--- src/rtl/scroll_pkg.sv ---
// Shared constants for the scrolling seven-segment message driver:
// character codes, active-low segment patterns and the run/hold state type.
package scroll_pkg;

    localparam logic [2:0] CH_H     = 3'd0;
    localparam logic [2:0] CH_E     = 3'd1;
    localparam logic [2:0] CH_L     = 3'd2;
    localparam logic [2:0] CH_O     = 3'd3;
    localparam logic [2:0] CH_BLANK = 3'd4;

    // Bit 0 is segment a through bit 6 segment g; a 0 lights the segment.
    localparam logic [6:0] SEG_H   = 7'h09;
    localparam logic [6:0] SEG_E   = 7'h06;
    localparam logic [6:0] SEG_L   = 7'h47;
    localparam logic [6:0] SEG_O   = 7'h40;
    localparam logic [6:0] SEG_OFF = 7'h7F;

    typedef enum logic {
        S_HOLD,
        S_RUN
    } state_t;

endpackage

--- src/rtl/scroll_msg_display_if.sv ---
// Control inputs and display outputs of the scrolling message driver.
// The board side (master) drives controls; the driver (slave) drives the display.
interface scroll_msg_display_if #(
    parameter int N_DISP  = 6,
    parameter int MSG_LEN = 6
);
    logic                         EN;
    logic                         DIR;
    logic [1:0]                   SPEED;
    logic                         STEP;
    logic [N_DISP*7-1:0]          HEX;
    logic [$clog2(MSG_LEN)-1:0]   POS;

    modport master (
        output EN, DIR, SPEED, STEP,
        input  HEX, POS
    );

    modport slave (
        input  EN, DIR, SPEED, STEP,
        output HEX, POS
    );
endinterface

--- src/rtl/hex_char_decode.sv ---
// Combinational decode of a 3-bit character code to active-low segments.
module hex_char_decode
    import scroll_pkg::*;
(
    input  logic [2:0] code,
    output logic [6:0] seg
);

    always_comb begin
        seg = SEG_OFF;
        unique case (code)
            CH_H:    seg = SEG_H;
            CH_E:    seg = SEG_E;
            CH_L:    seg = SEG_L;
            CH_O:    seg = SEG_O;
            default: seg = SEG_OFF;
        endcase
    end

endmodule

--- src/rtl/scroll_msg_display.sv ---
// Rotates a fixed message across a bank of seven-segment digits, either
// automatically at a selectable rate or one step at a time while held.
module scroll_msg_display
    import scroll_pkg::*;
#(
    parameter int                     N_DISP   = 6,
    parameter int                     MSG_LEN  = 6,
    parameter logic [MSG_LEN*3-1:0]   MSG      = {CH_O, CH_L, CH_L, CH_E, CH_H, CH_BLANK},
    parameter int                     TICK_DIV = 50_000_000
)(
    input logic                  CLOCK_50,
    input logic                  RESET,
    scroll_msg_display_if.slave  bus
);

    localparam int CNT_W = $clog2(TICK_DIV);
    localparam int POS_W = $clog2(MSG_LEN);

    state_t              state;
    state_t              state_next;
    logic [CNT_W-1:0]    cnt;
    logic [CNT_W-1:0]    cnt_next;
    logic [POS_W-1:0]    pos;
    logic [POS_W-1:0]    pos_next;
    logic                step_q;
    logic                advance;
    logic [31:0]         term;
    logic [N_DISP*7-1:0] frame;
    logic [N_DISP*7-1:0] hex;

    assign term = (32'(TICK_DIV) >> bus.SPEED) - 32'd1;

    // A STEP edge that coincides with EN rising is dropped: the transition wins.
    always_comb begin
        state_next = state;
        cnt_next   = cnt;
        advance    = 1'b0;
        unique case (state)
            S_HOLD: begin
                if (bus.EN) begin
                    state_next = S_RUN;
                    cnt_next   = '0;
                end else if (bus.STEP && !step_q) begin
                    advance = 1'b1;
                end
            end
            S_RUN: begin
                if (32'(cnt) >= term) begin
                    cnt_next = '0;
                    advance  = 1'b1;
                end else begin
                    cnt_next = cnt + CNT_W'(1);
                end
                if (!bus.EN) begin
                    state_next = S_HOLD;
                    cnt_next   = '0;
                end
            end
            default: begin
                state_next = S_HOLD;
                cnt_next   = '0;
            end
        endcase
    end

    always_comb begin
        pos_next = pos;
        if (advance) begin
            if (!bus.DIR)
                pos_next = (pos == POS_W'(MSG_LEN - 1)) ? '0 : pos + POS_W'(1);
            else
                pos_next = (pos == '0) ? POS_W'(MSG_LEN - 1) : pos - POS_W'(1);
        end
    end

    // Leftmost digit (N_DISP-1) shows MSG[pos]; short messages wrap and repeat.
    for (genvar i = 0; i < N_DISP; i++) begin : g_digit
        localparam int OFFSET = N_DISP - 1 - i;
        logic [31:0] idx;
        logic [2:0]  code;

        assign idx = (32'(pos) + 32'(OFFSET)) % 32'(MSG_LEN);

        always_comb begin
            code = CH_BLANK;
            for (int k = 0; k < MSG_LEN; k++) begin
                if (idx == 32'(k))
                    code = MSG[3*k +: 3];
            end
        end

        hex_char_decode u_dec (
            .code (code),
            .seg  (frame[7*i +: 7])
        );
    end

    always_ff @(posedge CLOCK_50 or posedge RESET) begin
        if (RESET) begin
            state  <= S_HOLD;
            cnt    <= '0;
            pos    <= '0;
            step_q <= 1'b0;
            hex    <= '1;
        end else begin
            state  <= state_next;
            cnt    <= cnt_next;
            pos    <= pos_next;
            step_q <= bus.STEP;
            hex    <= frame;
        end
    end

    assign bus.HEX = hex;
    assign bus.POS = pos;

endmodule

--- src/flat_wrapper.sv ---
// flat-port wrapper written by rule: the top's interface ports become plain ports
module scroll_msg_display_flat import scroll_pkg::*;
#(
    parameter int                     N_DISP   = 6,
    parameter int                     MSG_LEN  = 6,
    parameter logic [MSG_LEN*3-1:0]   MSG      = {CH_O, CH_L, CH_L, CH_E, CH_H, CH_BLANK},
    parameter int                     TICK_DIV = 50_000_000
)
  (CLOCK_50, RESET, bus_EN, bus_DIR, bus_SPEED, bus_STEP, bus_HEX, bus_POS);
  scroll_msg_display_if #(.N_DISP(N_DISP), .MSG_LEN(MSG_LEN)) bus_i ();
  input logic CLOCK_50;
  input logic RESET;
  input wire logic [$bits(bus_i.EN)-1:0] bus_EN;
  input wire logic [$bits(bus_i.DIR)-1:0] bus_DIR;
  input wire logic [$bits(bus_i.SPEED)-1:0] bus_SPEED;
  input wire logic [$bits(bus_i.STEP)-1:0] bus_STEP;
  output wire logic [$bits(bus_i.HEX)-1:0] bus_HEX;
  output wire logic [$bits(bus_i.POS)-1:0] bus_POS;
  assign bus_i.EN = bus_EN;
  assign bus_i.DIR = bus_DIR;
  assign bus_i.SPEED = bus_SPEED;
  assign bus_i.STEP = bus_STEP;
  assign bus_HEX = bus_i.HEX;
  assign bus_POS = bus_i.POS;
  scroll_msg_display #(.N_DISP(N_DISP), .MSG_LEN(MSG_LEN), .MSG(MSG), .TICK_DIV(TICK_DIV)) u_core (.CLOCK_50(CLOCK_50), .RESET(RESET), .bus(bus_i));
endmodule
--- config.mk ---
export PLATFORM = sky130hd
export DESIGN_NAME = scroll_msg_display_flat
export DESIGN_NICKNAME = d
export VERILOG_FILES = /design/src/rtl/scroll_pkg.sv /design/src/rtl/scroll_msg_display_if.sv /design/src/rtl/hex_char_decode.sv /design/src/rtl/scroll_msg_display.sv /design/src/flat_wrapper.sv
export SDC_FILE = /design/constraint.sdc
export NUM_CORES = 1
export LEC_CHECK = 0
export CORE_AREA = 2 2 96 98
export CTS_CLUSTER_DIAMETER = 30
export DETAILED_ROUTE_END_ITERATION = 8
export DIE_AREA = 0 0 98 100
export PLACE_DENSITY = 0.77
export SYNTH_ARGS = -nofsm -noshare
export SYNTH_HDL_FRONTEND = slang
export SYNTH_SLANG_ARGS = --single-unit
--- constraint.sdc ---
create_clock -name CLOCK_50 -period 2.7 [get_ports CLOCK_50]
set_input_delay 0.405 -clock CLOCK_50 [delete_from_list [all_inputs] [get_ports CLOCK_50]]
set_output_delay 0.405 -clock CLOCK_50 [all_outputs]
set_load 0.005 [all_outputs]
* After elaboration in Yosys (flattened, before gate mapping)
Index checks and enable logic that the tools add are counted.
** Cells by class
- Shift operators :: 1
- Divide/modulo/power cells :: 6
- Reductions and logical operators :: 9
- Multiplexer cells :: 48
- $add $sub $neg :: 9
- $lt $le $gt $ge :: 1
- Bitwise operators :: 1
- Equality and inequality tests :: 50
** Operators with widths (number)
- $eq 32x2->1 const B :: 12
- $eq 32x3->1 const B :: 12
- $eq 32x1->1 const B :: 6
- $pmux 7 s4 :: 6
- $mod 32x3->32 const B :: 5
- $mux 3 :: 33
- $mux 26 :: 3
- $pmux 26 s2 :: 1
- $eq 3x2->1 const B :: 12
- $ge 26x32->1 :: 1
- $mod 3x3->32 const B :: 1
- $shr 26x2->32 const A :: 1
- $sub 32x1->32 const B :: 1
- $add 26x1->26 const B :: 1
- $logic_not 3->1 :: 7
- $eq 3x1->1 const B :: 6
- $add 3x2->4 const B :: 2
- $add 3x3->4 const B :: 2
- $add 3x1->4 const B :: 1
- $mux 1 :: 4
- $add 3x1->3 const B :: 1
- $eq 3x3->1 const B :: 1
- $sub 3x1->3 const B :: 1
- $ne 2x2->1 const B :: 1
- other kinds (4) :: 4
** Word-level totals
- Register bits after elaboration :: 73
- Logic and storage cells :: 130
- Bits of input ports :: 7
- Output and inout bits :: 45

* Longest topological paths before layout
- Depth in word-level cells :: 10
- Mapped depth :: 15

* Modules after synthesis
Synthesis repeated with hierarchy kept, for this count alone.
** Unflattened totals
- Cells, all modules :: 529
- Area total of the unflattened synthesis :: 4799.6 sq um
** By module, submodules not included
- scroll_msg_display :: area an instance 4476.8 sq um, cells each 481, times used 1
- hex_char_decode :: area an instance 53.8 sq um, cells each 8, times used 6

* Least setup slack after synthesis
No wires, ideal clock.
- Path kind :: register -> register
- Start point :: reg u_core.pos[1] (netlist: u_core.bus.POS[1])
- End point :: reg u_core.hex[20] (netlist: u_core.bus.HEX[20])
- Arrival :: 2.896 ns
- Path slack :: -0.290 ns
- Library setup time :: 0.094 ns
- Clock period less this slack :: 2.990 ns
- Stages on the path, launching flop included :: 15
- Cells stage by stage :: dfrtp_1 clkbuf_1 inv_1 ha_1 clkbuf_1 a21oi_1 and2_1 ha_1 inv_1 ha_1 inv_1 a21oi_1 xnor2_1 xnor2_1 nand3_1
** Between the ends
- Word-level cells in the longest chain between the ends :: 10
- Elaborated cells between the ends (all ways) :: 17
** RTL lines
- start, declared :: RTL line scroll_msg_display.sv:23 : logic [POS_W-1:0] pos;
- start signal, assigned :: RTL line scroll_msg_display.sv:108 : pos <= pos_next;
- $add 3x2->4 (*) :: RTL line scroll_msg_display.sv:82 : assign idx = (32'(pos) + 32'(OFFSET)) % 32'(MSG_LEN);
- $mod 32x3->32 (*) :: RTL line scroll_msg_display.sv:82
- $eq 32x1->1 :: RTL line scroll_msg_display.sv:87 : if (idx == 32'(k))
- $mux 3 (4 in series) :: RTL line scroll_msg_display.sv:87
- $mux 3 (*) :: RTL line scroll_msg_display.sv:87
- $eq 3x2->1, or another cell as far along :: RTL line hex_char_decode.sv:11 : unique case (code)
- $pmux 7 s4 (*) :: RTL line hex_char_decode.sv:11
- via u_core.frame[20] :: RTL line scroll_msg_display.sv:28 : logic [N_DISP*7-1:0] frame;
- end signal, assigned :: RTL line scroll_msg_display.sv:110 : hex <= frame;
- end, declared :: RTL line scroll_msg_display.sv:29 : logic [N_DISP*7-1:0] hex;
Mark *: on every way through the listed nets, which the timed path passes. The rest lies on a longest branch.
A chain may end at the register's enable or synchronous reset.

* Worst setup path in the final report
- Start point :: reg u_core.pos[1] (netlist: u_core.bus.POS[1])
- End point :: reg u_core.hex[5] (netlist: u_core.bus.HEX[5])
** Between the ends
- Word-level cells in the longest chain between the ends :: 10
- Elaborated cells between the ends (all ways) :: 17
** RTL lines (RTL line)
- $add 3x3->4 (*) :: scroll_msg_display.sv:82
- $mod 32x3->32 (*) :: scroll_msg_display.sv:82
- $eq 32x1->1 :: scroll_msg_display.sv:87
- $mux 3 (4 in series) :: scroll_msg_display.sv:87
- $mux 3 (*) :: scroll_msg_display.sv:87
- $eq 3x2->1, or another cell as far along :: hex_char_decode.sv:11
- $pmux 7 s4 (*) :: hex_char_decode.sv:11
Every way passes the cells marked *; elsewhere a longest branch is shown, timed or not.

==> results.env <==
OUTCOME='finished with violations'
FAILED_CHECKS='negative setup slack'
TIMING.FINAL.HOLD_VIOLATIONS=0
FINAL_CORE_UTILIZATION=0.597
CTS.REPORTEDPATHS.CLKPINSLEW_NS=0.07
FINAL_COMMON_CELL='sky130_fd_sc_hd__clkdlybuf4s50_1'
ANTENNA_VIOLATING_NETS_POST_ROUTE=0
SYNTHCELLS=460
REG2REGPATHDEPTH=11
POWER_SWITCHING_SHARE=0.406
DRT-VIAS-PER-INSTANCE=5.59
REGAREA_SQ_MM=0.00157
CORE_REGION_AREA_SQ_MM=0.00889
LAYOUT_WORST_PATH_CYCLE_SHARE=1.01
POWER_FRAC_SEQ=0.230
SYNTH_TOP_FAMILY_BY_AREA='compound AO/OA/AOI/OAI gates'
NUM_IO_PINS=52
ANTENNA_CELLS_INSERTED=0
CLOCK_POWER_SHARE=0.116
SYNTH.FF_LATCH_COUNT=61
NUM-NETS-FINAL=577
FINISH.INSTANCE_AREA_SQ_MM=0.00531
CLK_LATENCY_NS=0.34
CTS_HOLD_BUF=0
DIEHEIGHT_MICRONS=100
TIMING_WORST_SLEW_PIN_VALUE_NS=0.626
REQUIRED_NS=2.97
GRTUSAGETOTAL=0.197
TRITONCTS='built'
PATH_MAX_FANOUT=6
DETAILED_PLACE_HPWL_MM=6.81
SYNTHSIMPLEGATEAREAFRAC=0.172
PLACED_CELLS_INCL_TAPS=621
SYNTH_XOR_XNOR_AREA_SHARE=0.0727
ENDPOINT_KIND='flop'
PEAKVDDDROP_mV=0.946
MAXSLEWVIOLCOUNT=0
SYNTH_ENABLE_FLOP_CELLS=0
HTREE_LEVELS=3
CTS_INSERTED_BUFFERS=9
CAP_VIOLATIONS=0
INITIAL_CORE_UTIL=0.486
COUNT_OF_FILLER_CELLS_INSERTED_IN_THE_LAYOUT=755
DETAIL_ROUTE.FIRST_PASS.ITERATIONS=4
GRT_FIRST_PASS_WIRELENGTH_MM=15.8
ANTENNA_FOUND_INITIAL=0
GRT_SETUP_UNREPAIRED='yes'
PWR-SHARE-COMB=0.654
GPL.FINAL_WEIGHTED_CONGESTION=0.941
POWER.INTERNAL_uW=3620
ROUTED-VIA-COUNT=3594
POWER_PER_CELL_AREA_mW_PER_MM2=1150
FINCLKSKEW_NS=0.0143
SWITCHING_POWER_uW=2470
NETLIST.TOP_CELL.BY_AREA='sky130_fd_sc_hd__dfstp_2'
REPORT.FINAL.SETUP_VIOL=1
FIN_WS_NS=-0.0353
CLOCK_PATH_BUFFERS=2
REGISTER_AREA_SHARE_AFTER_SYNTHESIS=0.362
FINAL-INSTANCE-COUNT-EXCL-FILL=643
SYNTH-MAIN-FF-CELL='sky130_fd_sc_hd__dfrtp_1'
FP.DIEAREA_SQ_MM=0.00980
POST-ROUTE-DRC-COUNT=0
NETLIST-CELL-TYPE-COUNT=61
FP-ROW-COUNT=35
NUMCLOCKSINKS=61
TIMING.FMAX_MHz=366
YOSYS_TOP_CELL_AREA_SHARE=0.182
ADDER_CELL_FRACTION_OF_SYNTH_AREA=0.124
SYNTH.TOP_CELLS.BY_AREA='sky130_fd_sc_hd__dfstp_2 (18%), sky130_fd_sc_hd__dfrtp_1 (18%), sky130_fd_sc_hd__ha_1 (12%), sky130_fd_sc_hd__xnor2_1 (4.9%), sky130_fd_sc_hd__a32o_1 (4.2%)'
SYNTH-WARNING-COUNT=0
SYNTH.MUX.AREA_FRACTION=0.0174
SYNTH_COMPOUND_GATE_AREA_SHARE=0.182
SYNTHARSTFLOPSHARE=1.00
DRIVE_GT1_FRAC=0.212
POST_DP_CELL_AREA_SQ_MM=0.00506
VIA_COUNT_OF_THE_FIRST_GLOBAL_ROUTING_PASS=3450
CRIT_PATH_LAUNCH_TYPE='flop'
TOTAL_LEAKAGE_POWER_uW=0.00238
GLOBAL_ROUTE.OVERFLOW_TOTAL=0
ROUTE.FINAL.WIRE_LENGTH_MM=9.54
HOLD-WORST-SLACK_NS=0.468
PERIOD_MINUS_SLACK_NS=2.74
DRT_FIRST_ITER_VIOLATIONS=161
DETAIL_ROUTE.WL_PER_CELL_MICRONS=14.8
PORT-BUFFER-COUNT=51
HOLD_PATH_CLASS='in -> async'
TIMING.SLEW.HEADROOM=0.582
SYNTH_AREA_PER_CELL_SQ_UM=9.39
MULTI_INPUT_AREA_SQ_MM=0.00254
FP.DIEW_MICRONS=98
MAXIMUM_NUMBER_OF_PINS_ON_ONE_NET_BEFORE_GLOBAL_ROUTE_REPAIR=33
AREA_DELTA_SYNTH_FINAL_PCT=22.8
CP_DATA_ARRIVAL_TIME_NS=3.01
CTS_ROOT_BUFFER='sky130_fd_sc_hd__clkbuf_8'
FIN_TOTAL_PWR_uW=6090
MOSTFREQUENTLAYOUTCELLS='sky130_fd_sc_hd__clkdlybuf4s50_1 (51), sky130_fd_sc_hd__ha_1 (41), sky130_fd_sc_hd__nand2_1 (35), sky130_fd_sc_hd__buf_4 (35), sky130_fd_sc_hd__dfstp_2 (30)'
SYNTHESIS.AREA_SQ_MM=0.00432
PATH_CLASS='reg -> reg'
critical path, cell delays in order, from the launching register on:
cell and delay, ns:
sky130_fd_sc_hd__dfrtp_2 0.47, sky130_fd_sc_hd__ha_2 0.25, sky130_fd_sc_hd__and2_1 0.18, sky130_fd_sc_hd__nor2_1 0.14, sky130_fd_sc_hd__inv_1 0.11, sky130_fd_sc_hd__ha_1 0.35
sky130_fd_sc_hd__o211ai_1 0.22, sky130_fd_sc_hd__o311ai_1 0.18, sky130_fd_sc_hd__a21oi_2 0.23, sky130_fd_sc_hd__buf_4 0.16, sky130_fd_sc_hd__nor2_1 0.04, sky130_fd_sc_hd__a311o_1 0.35
power by group through the flow:
stage / clock network (uW) / logic (uW) / registers (uW)
floorplan: 0 / 2640 / 1440
global placement: 0 / 3630 / 1410
detailed placement: 0 / 3750 / 1420
CTS: 734 / 3770 / 1400
global route: 774 / 4450 / 1420
finish: 708 / 3980 / 1400
logic make-up after synthesis:
family / count (synthesis)
buf+inv: 59
mux: 7
flops: 61
compound gates: 107
simple gates: 146
other cells: 2
fa+ha+maj: 43
xor+xnor: 35
synth_stat cells, types with 3 or more instances:
cell and n:
sky130_fd_sc_hd__a211oi_1 4, sky130_fd_sc_hd__a21boi_0 3, sky130_fd_sc_hd__a21o_1 4, sky130_fd_sc_hd__a21oi_1 22, sky130_fd_sc_hd__a22o_1 4, sky130_fd_sc_hd__a31oi_1 4
sky130_fd_sc_hd__a32o_1 18, sky130_fd_sc_hd__and2_1 10, sky130_fd_sc_hd__and3_1 11, sky130_fd_sc_hd__buf_2 4, sky130_fd_sc_hd__buf_4 12, sky130_fd_sc_hd__buf_6 3
sky130_fd_sc_hd__clkbuf_1 14, sky130_fd_sc_hd__dfrtp_1 31, sky130_fd_sc_hd__dfstp_2 30, sky130_fd_sc_hd__ha_1 43, sky130_fd_sc_hd__inv_1 26, sky130_fd_sc_hd__mux2_2 3
sky130_fd_sc_hd__mux2i_1 3, sky130_fd_sc_hd__nand2_1 35, sky130_fd_sc_hd__nand2b_1 3, sky130_fd_sc_hd__nand3_1 24, sky130_fd_sc_hd__nand3b_1 3, sky130_fd_sc_hd__nand4_1 6
sky130_fd_sc_hd__nor2_1 27, sky130_fd_sc_hd__nor2b_1 5, sky130_fd_sc_hd__nor3_1 10, sky130_fd_sc_hd__o211ai_1 4, sky130_fd_sc_hd__o21ai_0 19, sky130_fd_sc_hd__xnor2_1 24
sky130_fd_sc_hd__xor2_1 10
path summary, 6_finish.rpt:
| check | from | end | slack (ns) |
|---|---|---|---|
| hold reg to reg | u_core.cnt[24] | u_core.cnt[24] | 0.55 |
| setup reg to reg | u_core.bus.POS[1] | u_core.bus.HEX[5] | -0.04 |
| setup / recovery | u_core.bus.POS[1] | u_core.bus.HEX[5] | -0.04 |
| hold / removal | RESET | u_core.cnt[6] | 0.47 |
| min in group CLOCK_50 | u_core.cnt[24] | u_core.cnt[24] | 0.55 |
| max in group asynchronous | RESET | u_core.bus.HEX[21] | 1.56 |
cell type report:
type                            count  share of cell area
Clock buffer                       12              0.0273
Multi-Input combinational cell    342               0.478
Sequential cell                    61               0.295
Timing Repair Buffer               87               0.149
Tap cell                          111              0.0262
Inverter                           26              0.0191
Clock inverter                      4             0.00448
state kept, by name, summed over array words and instances (netlist names):
register / flops
u_core.step_q: 1
u_core.bus.POS: 3
u_core.cnt: 26
u_core.bus.HEX: 30
u_core.state: 1
layer usage:
layer,global-route usage,up-vias,routed length [microns]
met5,0,-,0
met2,0.326,65,4830
met1,0.257,1752,4250
met3,0.0432,10,335
met4,0.0673,0,122
li1,-,1767,-
per-stage QoR:
step                setup TNS, ns  worst slack (ns)
floorplan                       0           0.00441
global placement            -4.86            -0.193
detailed placement          -6.72            -0.272
CTS                             0            0.0153
global route               -0.397            -0.133
finish                    -0.0353           -0.0353
repair_timing:
item,CTS,global route
endpoints found under the setup margin,0,38
hold endpoints to repair,0,0
buffers inserted,0,5
resized for setup,0,9
(Power assumes the default switching activity.)
